$ cat config.mk
export PLATFORM = sky130hd
export DESIGN_NAME = serial_add_sub
export DESIGN_NICKNAME = d
export VERILOG_FILES = /design/src/rtl/serial_add_sub.sv
export SDC_FILE = /design/constraint.sdc
export NUM_CORES = 1
export LEC_CHECK = 0
export ABC_AREA = 0
export CAP_MARGIN = 20
export CORE_ASPECT_RATIO = 1.4
export CORE_UTILIZATION = 45
export DETAILED_ROUTE_END_ITERATION = 6
export GPL_TIMING_DRIVEN = 0
export PLACE_DENSITY = 0.71
export SKIP_CTS_REPAIR_TIMING = 1
export SYNTH_ARGS = -nofsm -noshare
export SYNTH_HDL_FRONTEND = slang
export SYNTH_SLANG_ARGS = --single-unit
$ cat constraint.sdc
create_clock -name clk -period 2.8 [get_ports clk]
set_clock_uncertainty 0.1 [all_clocks]
set_input_delay 0.56 -clock clk [delete_from_list [all_inputs] [get_ports clk]]
set_output_delay 0.56 -clock clk [all_outputs]
set_load 0.05 [all_outputs]
$ cat src/rtl/serial_add_sub.sv
// Bit-serial adder/subtractor: one full-adder slice reused LSB first,
// WIDTH cycles per operation, registered result with carry and overflow.

// One-bit add/subtract slice; subtraction inverts the B bit, the +1 comes in
// through the carry flop preset at load time.
module serial_add_sub_slice (
    input  logic a,
    input  logic b,
    input  logic m,
    input  logic ci,
    output logic s,
    output logic co
);
    logic bx;

    assign bx = b ^ m;
    assign s  = a ^ bx ^ ci;
    assign co = (a & bx) | (a & ci) | (bx & ci);
endmodule

module serial_add_sub #(
    parameter int WIDTH = 8
) (
    input  logic             clk,
    input  logic             rst_n,
    input  logic             start,
    input  logic             M,
    input  logic [WIDTH-1:0] A,
    input  logic [WIDTH-1:0] B,
    output logic             busy,
    output logic             done,
    output logic [WIDTH-1:0] S,
    output logic             Cout,
    output logic             V
);
    localparam int CNT_W = $clog2(WIDTH);

    localparam logic [1:0] ST_IDLE = 2'b00;
    localparam logic [1:0] ST_RUN  = 2'b01;
    localparam logic [1:0] ST_DONE = 2'b10;

    logic [1:0]       state;
    logic [WIDTH-1:0] a_sh;
    logic [WIDTH-1:0] b_sh;
    logic [WIDTH-1:0] r_sh;
    logic             m_q;
    logic             carry;
    logic [CNT_W-1:0] cnt;
    logic             bit_s;
    logic             bit_co;
    logic             last_bit;

    serial_add_sub_slice u_slice (
        .a  (a_sh[0]),
        .b  (b_sh[0]),
        .m  (m_q),
        .ci (carry),
        .s  (bit_s),
        .co (bit_co)
    );

    assign last_bit = (cnt == CNT_W'(WIDTH - 1));
    assign busy     = (state == ST_RUN);
    assign done     = (state == ST_DONE);

    // Control FSM, operand/result shifters and the result registers.
    // Operands are captured at start, so input changes during RUN are invisible.
    always_ff @(posedge clk) begin
        if (!rst_n) begin
            state <= ST_IDLE;
            a_sh  <= '0;
            b_sh  <= '0;
            r_sh  <= '0;
            m_q   <= 1'b0;
            carry <= 1'b0;
            cnt   <= '0;
            S     <= '0;
            Cout  <= 1'b0;
            V     <= 1'b0;
        end else begin
            case (state)
                ST_IDLE, ST_DONE: begin
                    if (start) begin
                        a_sh  <= A;
                        b_sh  <= B;
                        r_sh  <= '0;
                        m_q   <= M;
                        carry <= M;
                        cnt   <= '0;
                        state <= ST_RUN;
                    end else begin
                        state <= ST_IDLE;
                    end
                end
                ST_RUN: begin
                    carry <= bit_co;
                    a_sh  <= a_sh >> 1;
                    b_sh  <= b_sh >> 1;
                    r_sh  <= {bit_s, r_sh[WIDTH-1:1]};
                    cnt   <= cnt + CNT_W'(1);
                    if (last_bit) begin
                        // carry still holds carry-in of the MSB here
                        S     <= {bit_s, r_sh[WIDTH-1:1]};
                        Cout  <= bit_co;
                        V     <= carry ^ bit_co;
                        state <= ST_DONE;
                    end
                end
                default: state <= ST_IDLE;
            endcase
        end
    end
endmodule

==> results_dict.tcl <==
set metrics [dict create \
    max_freq_mhz 388 \
    die_width_um 53.5 \
    path_clk_slew_ps 70 \
    netlist_area_um2 1670 \
    pwr-share-comb_pct 13.2 \
    worst-path-max-fanout 10 \
    end_kind "output port" \
    clock_tree_from_tritoncts "built" \
    worstMarginPinSlew_ps 492 \
    netlist_instances 198 \
    maxCapViolCount 0 \
    clock_power_share_pct 34.2 \
    post_drt_via_cell_ratio 5.21 \
    drv_slew 0 \
    class_of_the_tightest_hold_or_removal_check "register to register" \
    setup-violations-final 0 \
    remaining_drc_errors 0 \
    grt_use_total_pct 19.8 \
    pin_count_of_the_biggest_net_entering_global_routing 12 \
    initial_utilization_pct 48.1 \
    nNetsFinal 258 \
    mappedNetlistNets 221 \
    asyncSetResetFlopFracSynth_pct 0 \
    final_layout_fill_cell_count 325 \
    period_needed_ps 2580 \
    detailedPlace.worstSlack_ps 536 \
    top_post_synthesis_cells_by_count "sky130_fd_sc_hd__nand2_1 (58), sky130_fd_sc_hd__dfxtp_1 (40), sky130_fd_sc_hd__o21ai_0 (15)" \
    fin_tns_setup_ps 0 \
    sequentialPowerShare_pct 52.6 \
    first_iter_violations 28 \
    ys_ff_latch 40 \
    switching_share_pct 25.1 \
    htreeDepth 2 \
    synth_flop_cell "sky130_fd_sc_hd__dfxtp_1" \
    count_of_flip_flops_with_a_built_in_enable_after_synthesis 0 \
    final_ws_setup_ps 224 \
    timing.critical_path.arrival_ps 1920 \
    synth.avg_cell_area_um2 8.44 \
    synth.area.top_cells "sky130_fd_sc_hd__dfxtp_1 (48%), sky130_fd_sc_hd__nand2_1 (13%), sky130_fd_sc_hd__a31oi_1 (5.2%)" \
    hpwlAfterDp_um 2330 \
    status "finished, final reports clean" \
    final_hold_viol_count 0 \
    leakagePower_nw 0.792 \
    fp.dieArea_um2 3960 \
    yosys.area.top_type_share_pct 47.9 \
    synth-seq-area-share_pct 47.9 \
    fraction_of_layout_cells_with_a_size_suffix_above_1_pct 7.63 \
    tritoncts.num_buffers 5 \
    fp.coreArea_um2 3470 \
    grt_setup_unrepaired "no" \
    ios 32 \
    grt_pass1_vias 1261 \
    cellInternalPower_uw 870 \
    netlist.top_cell.by_area "sky130_fd_sc_hd__dfxtp_1" \
    diodes 0 \
    p_sw_uw 291 \
    floorplan.rows 25 \
    antenna_violations_before_repair 0 \
    drt.antenna.violating_nets 0 \
    power-per-cell-area_nw_per_um2 550 \
    vias 1438 \
    grt_remaining_overflow 0 \
    cts_num_sinks 40 \
    finalWeightedCongestion 0.724 \
    timing.reg2reg.setup_slack_ps 1260 \
    synth_warnings 0 \
    cp.required_ps 2140 \
    critical_path_class "register to output port" \
    timing.max_slew.rel_slack_pct 67.1 \
    grt_pass1_wl_um 5700 \
    cts_max_path_buffers 2 \
    route.detailed.wl_per_inst_um 12.2 \
    die_y_um 74.1 \
    synth.most_common_cell "sky130_fd_sc_hd__nand2_1" \
    detailedRoute.firstPassIterationCount 4 \
    buffer_ports.inserted 30 \
    ctsRootBufferMaster "sky130_fd_sc_hd__clkbuf_8" \
    power.ir.vdd_worst_mv 0.386 \
    timing.critical_path.from_type "register" \
    synth.distinct_cells 26 \
    clk_latency_ps 290 \
    wirelength_um 3370 \
    synthToLayoutAreaGrowth_pct 26.4 \
    final.period_utilization_pct 92.0 \
]
cell families after synthesis:
family	Yosys count	synth area share [%]
flip-flops	40	47.9
AO/OA/AOI/OAI	54	21.3
buffers and inverters	18	6.14
AND/OR/NAND/NOR	81	20.8
XOR/XNOR	2	1.05
adder cells (fa/ha/maj)	3	2.70
critical path, stage by stage (launching register included):
cell,delay (ps)
sky130_fd_sc_hd__dfxtp_1,410
sky130_fd_sc_hd__nand2b_1,80
sky130_fd_sc_hd__buf_4,170
sky130_fd_sc_hd__inv_2,140
sky130_fd_sc_hd__clkdlybuf4s50_1,830
final timing paths:
check                           startpoint   end  cells past startpoint
worst max-delay path              state[0]  busy                      4
worst min-delay path                  S[4]  S[4]                      2
worst max register to register      cnt[0]  S[7]                      5
worst min register to register        S[4]  S[4]                      2
placed cells by master, fill, tap and decap left out:
master / n
sky130_fd_sc_hd__fa_1: 1
sky130_fd_sc_hd__and3b_2: 1
sky130_fd_sc_hd__xnor2_1: 2
sky130_fd_sc_hd__and2_1: 2
sky130_fd_sc_hd__clkbuf_8: 6
sky130_fd_sc_hd__clkdlybuf4s50_1: 30
sky130_fd_sc_hd__buf_2: 4
sky130_fd_sc_hd__a2bb2oi_1: 1
sky130_fd_sc_hd__buf_4: 4
sky130_fd_sc_hd__dfxtp_1: 40
sky130_fd_sc_hd__nand2_1: 58
sky130_fd_sc_hd__o211a_1: 2
sky130_fd_sc_hd__inv_1: 2
sky130_fd_sc_hd__ha_1: 2
sky130_fd_sc_hd__nor2_1: 2
sky130_fd_sc_hd__buf_6: 2
sky130_fd_sc_hd__nand2b_1: 2
sky130_fd_sc_hd__o21a_1: 2
sky130_fd_sc_hd__a21boi_1: 10
sky130_fd_sc_hd__a21boi_0: 10
sky130_fd_sc_hd__clkbuf_1: 7
sky130_fd_sc_hd__nand3_1: 11
sky130_fd_sc_hd__nor2b_1: 2
sky130_fd_sc_hd__nand3b_1: 1
sky130_fd_sc_hd__a31oi_1: 14
sky130_fd_sc_hd__and3_1: 2
sky130_fd_sc_hd__inv_2: 1
sky130_fd_sc_hd__o21ai_0: 15
through the flow:
step,hold slack [ps],total power [mW],utilization [%],cells,instance area (µm²)
2_1_floorplan,340,0.721,-,198,1670
5_1_grt,369,1.21,60.8,276,2110
3_5_place_dp,346,0.778,58.2,268,2020
6_report,351,1.16,60.8,276,2110
4_1_cts,356,1.17,60.8,276,2110
3_3_place_gp,341,0.777,58.2,268,2020
state kept, by name, indices dropped and copies added, names as in the netlist:
name   flops
m_q        1
state      2
b_sh       8
cnt        3
r_sh       7
a_sh       8
Cout       1
carry      1
S          8
V          1
power groups by stage:
stage / Combinational (mW) / Sequential, mW / Clock (mW)
6_report: 0.153 / 0.611 / 0.397
5_1_grt: 0.172 / 0.615 / 0.426
4_1_cts: 0.153 / 0.611 / 0.406
3_5_place_dp: 0.153 / 0.625 / 0
3_3_place_gp: 0.152 / 0.624 / 0
2_1_floorplan: 0.0999 / 0.621 / 0
metal layers:
metal | up-vias | share of wire [%] | global-route usage [%]
li1 | 742 | - | -
met1 | 655 | 47 | 23.5
met2 | 33 | 48 | 32.6
met3 | 8 | 3.5 | 5.52
met4 | 0 | 2.1 | 9.06
met5 | - | 0 | 0
area by class of cell:
type | instances | area (µm²) | area share [%]
Buffer | 15 | 91.3 | 4.33
Clock buffer | 8 | 90.1 | 4.27
Inverter | 3 | 11.3 | 0.533
Multi-Input combinational cell | 140 | 767 | 36.3
Sequential cell | 40 | 801 | 37.9
Tap cell | 40 | 50.0 | 2.37
Timing Repair Buffer | 30 | 300 | 14.2
No activity file was read; power rests on OpenSTA's default activity.
